`config.mk`:
```
export PLATFORM = sky130hd
export DESIGN_NAME = axi_rdata_arbiter
export DESIGN_NICKNAME = d
export VERILOG_FILES = /design/src/rtl/axi_rdata_arbiter.sv
export SDC_FILE = /design/constraint.sdc
export NUM_CORES = 1
export LEC_CHECK = 0
export ABC_CLOCK_PERIOD_IN_PS = 2200
export CORE_MARGIN = 3
export CORE_UTILIZATION = 40
export DETAILED_ROUTE_END_ITERATION = 10
export GPL_ROUTABILITY_DRIVEN = 0
export PLACE_DENSITY = 0.87
export SLEW_MARGIN = 20
export SYNTH_ARGS = -nofsm -noshare
export SYNTH_HDL_FRONTEND = slang
export SYNTH_SLANG_ARGS = --single-unit
```
`constraint.sdc`:
```
create_clock -name clk -period 2.2 [get_ports clk]
set_input_delay 0.66 -clock clk [delete_from_list [all_inputs] [get_ports clk]]
set_output_delay 0.66 -clock clk [all_outputs]
set_load 0.01 [all_outputs]
```
`src/rtl/axi_rdata_arbiter.sv`:
```
// R-channel arbiter: round-robin over S0/S1/DS, burst-locked grant, routes beats to M0/M1 by RID[7:4].
// Latency: one arbitration cycle in IDLE, then beats pass combinationally (valid/ready) while the grant is held.
// Backpressure: selected slave ready follows the destination master ready; undecodable IDs are drained at full rate.
module axi_rdata_arbiter #(
   parameter int ID_W      = 8,
   parameter int MAX_BEATS = 16
) (
   input  logic            clk,
   input  logic            rst,
   input  logic            S0_RValid,
   input  logic            S0_RLast,
   input  logic [ID_W-1:0] S0_RID,
   output logic            S0_RReady,
   input  logic            S1_RValid,
   input  logic            S1_RLast,
   input  logic [ID_W-1:0] S1_RID,
   output logic            S1_RReady,
   input  logic            DS_RValid,
   input  logic            DS_RLast,
   input  logic [ID_W-1:0] DS_RID,
   output logic            DS_RReady,
   input  logic            M0_RReady,
   output logic            M0_RValid,
   input  logic            M1_RReady,
   output logic            M1_RValid,
   output logic [2:0]      slave_sel,
   output logic [1:0]      master_sel,
   output logic [7:0]      beat_cnt,
   output logic            err_dec,
   output logic            err_len
);

   typedef enum logic [1:0] {IDLE = 2'd0, BURST = 2'd1, DRAIN = 2'd2} state_t;

   state_t     state;
   logic [1:0] rr_ptr;
   logic [1:0] sel_idx;
   logic [1:0] grant_idx;
   logic       grant_any;
   logic [2:0] cand;
   logic [3:0] grant_field;
   logic [2:0] s_vld;
   logic [2:0] s_last;
   logic [2:0] s_rdy;
   logic       m_rdy;
   logic       sel_vld;
   logic       sel_last;
   logic       hs;
   logic       unused_rid;

   assign s_vld      = {DS_RValid, S1_RValid, S0_RValid};
   assign s_last     = {DS_RLast, S1_RLast, S0_RLast};
   assign unused_rid = ^{S0_RID, S1_RID, DS_RID};

   // Walk the rotation backwards so the candidate closest to rr_ptr wins.
   always_comb begin
      grant_idx = rr_ptr;
      grant_any = 1'b0;
      cand      = 3'd0;
      for (int i = 2; i >= 0; i--) begin
         cand = {1'b0, rr_ptr} + 3'(i);
         if (cand > 3'd2) cand = cand - 3'd3;
         if (s_vld[cand[1:0]]) begin
            grant_idx = cand[1:0];
            grant_any = 1'b1;
         end
      end
   end

   always_comb begin
      case (grant_idx)
         2'd0:    grant_field = S0_RID[7:4];
         2'd1:    grant_field = S1_RID[7:4];
         default: grant_field = DS_RID[7:4];
      endcase
   end

   assign m_rdy    = (master_sel[0] & M0_RReady) | (master_sel[1] & M1_RReady);
   assign sel_vld  = |(s_vld & slave_sel);
   assign sel_last = |(s_last & slave_sel);

   always_comb begin
      s_rdy     = 3'b000;
      M0_RValid = 1'b0;
      M1_RValid = 1'b0;
      case (state)
         BURST: begin
            s_rdy     = slave_sel & {3{m_rdy}};
            M0_RValid = master_sel[0] & sel_vld;
            M1_RValid = master_sel[1] & sel_vld;
         end
         DRAIN:   s_rdy = slave_sel;
         default: ;
      endcase
   end

   assign {DS_RReady, S1_RReady, S0_RReady} = s_rdy;
   assign hs = |(s_vld & s_rdy);

   always_ff @(posedge clk or negedge rst) begin
      if (!rst) begin
         state      <= IDLE;
         rr_ptr     <= 2'd0;
         sel_idx    <= 2'd0;
         slave_sel  <= 3'b000;
         master_sel <= 2'b00;
         beat_cnt   <= 8'd0;
         err_dec    <= 1'b0;
         err_len    <= 1'b0;
      end else begin
         case (state)
            IDLE: begin
               if (grant_any) begin
                  slave_sel <= 3'b001 << grant_idx;
                  sel_idx   <= grant_idx;
                  beat_cnt  <= 8'd0;
                  case (grant_field)
                     4'b0001: begin
                        master_sel <= 2'b01;
                        state      <= BURST;
                     end
                     4'b0010: begin
                        master_sel <= 2'b10;
                        state      <= BURST;
                     end
                     default: begin
                        master_sel <= 2'b00;
                        err_dec    <= 1'b1;
                        state      <= DRAIN;
                     end
                  endcase
               end
            end
            BURST, DRAIN: begin
               if (hs) begin
                  if (beat_cnt != 8'hFF) beat_cnt <= beat_cnt + 8'd1;
                  if (MAX_BEATS < 255 && int'(beat_cnt) == MAX_BEATS) err_len <= 1'b1;
                  if (sel_last) begin
                     state      <= IDLE;
                     slave_sel  <= 3'b000;
                     master_sel <= 2'b00;
                     rr_ptr     <= (sel_idx == 2'd2) ? 2'd0 : sel_idx + 2'd1;
                  end
               end
            end
            default: state <= IDLE;
         endcase
      end
   end

endmodule

```
==> results of run 1 <==
[timing repair]
item | 4_1_cts | 5_1_grt
buffers inserted | 4 | 6
resized for setup | 48 | 22
endpoints found under the setup margin | 22 | 22
pin swaps | 15 | 20
[stage by stage]
step	area (um2)	hold WS (ps)	cells	util (%)
2_1_floorplan	1510	364	162	-
3_3_place_gp	2170	454	274	62.6
3_5_place_dp	2170	465	274	62.6
4_1_cts	2290	475	282	66.0
5_1_grt	2410	486	288	69.6
6_report	2410	470	288	69.6
[layout by cell type (no fill, tap or decap), types with 3 or more instances in the layout]
cell | netlist | final
sky130_fd_sc_hd__clkdlybuf4s50_1 | 0 | 31
sky130_fd_sc_hd__inv_1 | 7 | 4
sky130_fd_sc_hd__and3_1 | 7 | 5
sky130_fd_sc_hd__ha_1 | 9 | 4
sky130_fd_sc_hd__nand4_1 | 4 | 4
sky130_fd_sc_hd__clkbuf_8 | 0 | 3
sky130_fd_sc_hd__nand2b_1 | 7 | 7
sky130_fd_sc_hd__o21ai_0 | 7 | 3
sky130_fd_sc_hd__buf_2 | 1 | 3
sky130_fd_sc_hd__o21a_1 | 3 | 3
sky130_fd_sc_hd__buf_6 | 0 | 7
sky130_fd_sc_hd__nand2_1 | 17 | 16
sky130_fd_sc_hd__inv_2 | 0 | 3
sky130_fd_sc_hd__a22o_1 | 3 | 3
sky130_fd_sc_hd__mux2i_1 | 6 | 5
sky130_fd_sc_hd__ha_2 | 0 | 3
sky130_fd_sc_hd__nor2b_2 | 0 | 3
sky130_fd_sc_hd__nor2b_1 | 10 | 7
sky130_fd_sc_hd__nor2_1 | 11 | 11
sky130_fd_sc_hd__xor2_1 | 6 | 6
sky130_fd_sc_hd__a21oi_2 | 1 | 3
sky130_fd_sc_hd__o21ai_1 | 0 | 3
sky130_fd_sc_hd__o21ai_2 | 2 | 3
sky130_fd_sc_hd__dfrtp_1 | 21 | 20
sky130_fd_sc_hd__buf_4 | 0 | 33
[cell families after synthesis]
logic type      Yosys count  synth area share, %
compound gates           40                 21.8
xor+xnor                  6                 3.51
fa+ha+maj                 9                 7.53
buf+inv                   8                 2.09
flops                    21                 35.1
mux                       7                 4.77
simple gates             71                 25.1
[worst max-delay path, stage by stage (launching register included)]
cell                      delay (ps)
sky130_fd_sc_hd__dfrtp_1         420
sky130_fd_sc_hd__inv_2            90
sky130_fd_sc_hd__ha_4            310
sky130_fd_sc_hd__nor2b_1         150
sky130_fd_sc_hd__o31a_1          300
sky130_fd_sc_hd__o41ai_4         100
sky130_fd_sc_hd__buf_4           180
sky130_fd_sc_hd__a21oi_4         260
sky130_fd_sc_hd__nand4_1         150
sky130_fd_sc_hd__xor2_1          170
sky130_fd_sc_hd__nor2_1          130
[layout make-up]
| cell class | count | area (um2) | share of cell area, % |
|---|---|---|---|
| well taps | 46 | 57.6 | 2.38 |
| flip-flops and latches | 21 | 527 | 21.8 |
| clock inverters | 1 | 5.00 | 0.207 |
| clock buffers | 3 | 41.3 | 1.71 |
| multi-input cells | 133 | 1080 | 44.7 |
| repair buffers | 77 | 679 | 28.1 |
| inverters | 7 | 26.3 | 1.09 |
[power by group through the flow]
stage,registers [mW],clock network [mW],logic [mW]
3_3_place_gp,0.586,0,1.82
2_1_floorplan,0.608,0,1.09
6_report,0.593,0.256,2.32
3_5_place_dp,0.592,0,1.88
4_1_cts,0.588,0.259,2.05
5_1_grt,0.608,0.273,2.52
[worst min-delay path by stage]
stage / start / depth (start not counted) / slack (ps) / endpoint
2_1_floorplan: rst / 0 / 360 / beat_cnt[0]
3_3_place_gp: sel_idx[1] / 1 / 450 / rr_ptr[0]
3_5_place_dp: sel_idx[1] / 1 / 460 / rr_ptr[0]
4_1_cts: sel_idx[1] / 1 / 480 / rr_ptr[0]
5_1_grt: err_dec / 1 / 490 / err_dec
6_report: err_len / 1 / 470 / err_len
[registers in the layout, summed over array words and instances, names as in the netlist]
| register | flops |
|---|---|
| beat_cnt | 8 |
| err_dec | 1 |
| err_len | 1 |
| master_sel | 2 |
| rr_ptr | 2 |
| sel_idx | 2 |
| slave_sel | 3 |
| state | 2 |
[per-layer routing]
layer  global-route usage (%)  share of wire (%)  up-vias
li1                         -                  -      744
met1                     23.1                 42      722
met2                     33.9                 51       49
met3                     2.16                4.9       10
met4                     7.34                2.0        0
met5                        0                  0        -
==> flow_summary_export.csv, run 1 <==
group,metric,value,unit
power_and_ir_drop,internal-power,1.83,mW
cts,tritoncts,"built",
yosys,synth-edff-count,0,
power_and_ir_drop,pwr-share-seq,18.7,%
worst_hold_path,timing.hold.worst.class,"flip-flop to flip-flop",
yosys,synth_top_area_share,35.1,%
yosys,yosys-top-cells-count,"sky130_fd_sc_hd__dfrtp_1, sky130_fd_sc_hd__nand2_1, sky130_fd_sc_hd__nor2_1",
status,outcome,"complete, but fails checks",
yosys,ys_dominant_reg_cell,"sky130_fd_sc_hd__dfrtp_1",
floorplan,rows,21,
global_route,grt-ovfl-total,0,
power_and_ir_drop,swShare,42.4,%
cts,max-clock-path-buffers,2,
sta,slew_viol_final,0,
drt,detailroute.via_count,1525,
drt,route.detailed.wl_per_inst,14.3,um
yosys,synth_sequential_area_ratio,35.1,%
critical_path,crit_required,2390,ps
status,violations,"setup timing",
cts,clk_latency,260,ps
yosys,syn_avg_cell_area,9.23,um2
yosys,syn-cell-area,1500,um2
global_route,grt_pass1_vias,1496,
global_route,initial_antenna_violation_count,0,
sta,tightest_slew,293,ps
critical_path,critical_path_class,"flip-flop to flip-flop",
floorplan,die_width,67.1,um
sta,fin_setup_tns,-634,ps
power_and_ir_drop,vdd_ir_drop_max,601,uV
cts,cts-htree-levels,1,
critical_path,rr_worst_depth,10,
power_and_ir_drop,p_switching,1.35,mW
critical_path,setup.worst_path.start_class,"flip-flop",
yosys,netlist_instances,162,
yosys,yosys_warnings,0,
placed_design,detailedPlace.worstSlack,-771,ps
critical_path,crit-reg2reg-launch,"rr_ptr[0]",
run,drv.max_cap_violation_count,0,
floorplan,die_area,4510,um2
critical_path,timing.rr.end,"beat_cnt[6]",
sta,period_utilization,105,%
sta,finalClockSkew,6.91,ps
sta,post-route-min-period,2310,ps
power_and_ir_drop,finalPower,3.17,mW
drt,postRouteAntennaNets,0,
yosys,synthArstFlopShare,100,%
drt,wirelength,4130,um
final_layout,layout-drive-gt1-share,36.0,%
final_layout,antenna-diode-count,0,
sta,fmax,432,MHz
final_layout,layout_net_count,286,
yosys,netlist-cell-type-count,44,
sta,max_slew_margin,80.3,%
floorplan,pin_count,54,
yosys,netlist.top_cell.by_area,"sky130_fd_sc_hd__dfrtp_1",
power_and_ir_drop,combinationalPowerShare,73.2,%
yosys,synth.top_cells.by_area,"sky130_fd_sc_hd__dfrtp_1, sky130_fd_sc_hd__ha_1, sky130_fd_sc_hd__nand2_1, sky130_fd_sc_hd__nor2b_1, sky130_fd_sc_hd__mux2i_1",
floorplan,fp.dieH,67.1,um
cts,numCtsBuffers,3,
critical_path,timing.reg2reg.setup_slack,-110,ps
power_and_ir_drop,clock_power_share,8.1,%
cts,tritoncts_sink_count,21,
sta,rsz0062_at_grt,"yes",
global_route,grt_use_total,18.9,%
critical_path,timing.critical_path.to,"beat_cnt[6]",
global_route,pin_count_of_the_biggest_net_entering_global_routing,22,
cts,cts_hold_buf,0,
critical_path,crit_path_end_kind,"flip-flop",
drt,drc,0,
placed_design,detailedPlacementHpwl,3040,um
critical_path,cp.arrival,2510,ps
floorplan,floorplan.core_area,3470,um2
yosys,synth.ff_latch_count,21,
floorplan,floorplan.initialDensity,43.1,%
critical_path,crit_path_start,"rr_ptr[0]",
sta,timing.final.hold_violations,0,
final_layout,fillerInstances,261,
critical_path,critPathMaxFanout,8,
power_and_ir_drop,cellLeakagePower,1.09,nW
drt,first_pass_iters,4,
sta,post-route-worst-setup-slack,-113,ps
final_layout,areaGrowthSynthToFinish,61.5,%
drt,post_drt_via_cell_ratio,5.30,
power_and_ir_drop,power_per_cell_area,1310,nW/um2
drt,detail_route.iter0.violations,51,
cts,clock-root-buffer,"sky130_fd_sc_hd__clkbuf_8",
placed_design,io_buffer_count,41,
yosys,yosys.cell_count.top_type,"sky130_fd_sc_hd__dfrtp_1",
cts,path_clk_slew,80,ps
global_route,grt_first_pass_wirelength,6570,um
yosys,syn_nets,205,
sta,setup_viol,13,
No activity file was read; power rests on OpenSTA's default activity.
==> inputs of run 2 (changes only) <==
--- a/config.mk
+++ b/config.mk
@@ -10,7 +10,9 @@
 export CORE_UTILIZATION = 40
 export DETAILED_ROUTE_END_ITERATION = 10
 export GPL_ROUTABILITY_DRIVEN = 0
+export HOLD_SLACK_MARGIN = 0.06
 export PLACE_DENSITY = 0.87
+export SKIP_LAST_GASP = 1
 export SLEW_MARGIN = 20
 export SYNTH_ARGS = -nofsm -noshare
 export SYNTH_HDL_FRONTEND = slang
==> results of run 2 <==
Final layout, timing and power as in run 1 (identical DEF).
Among the figures that moved: number of gates resized after CTS 48 -> 47
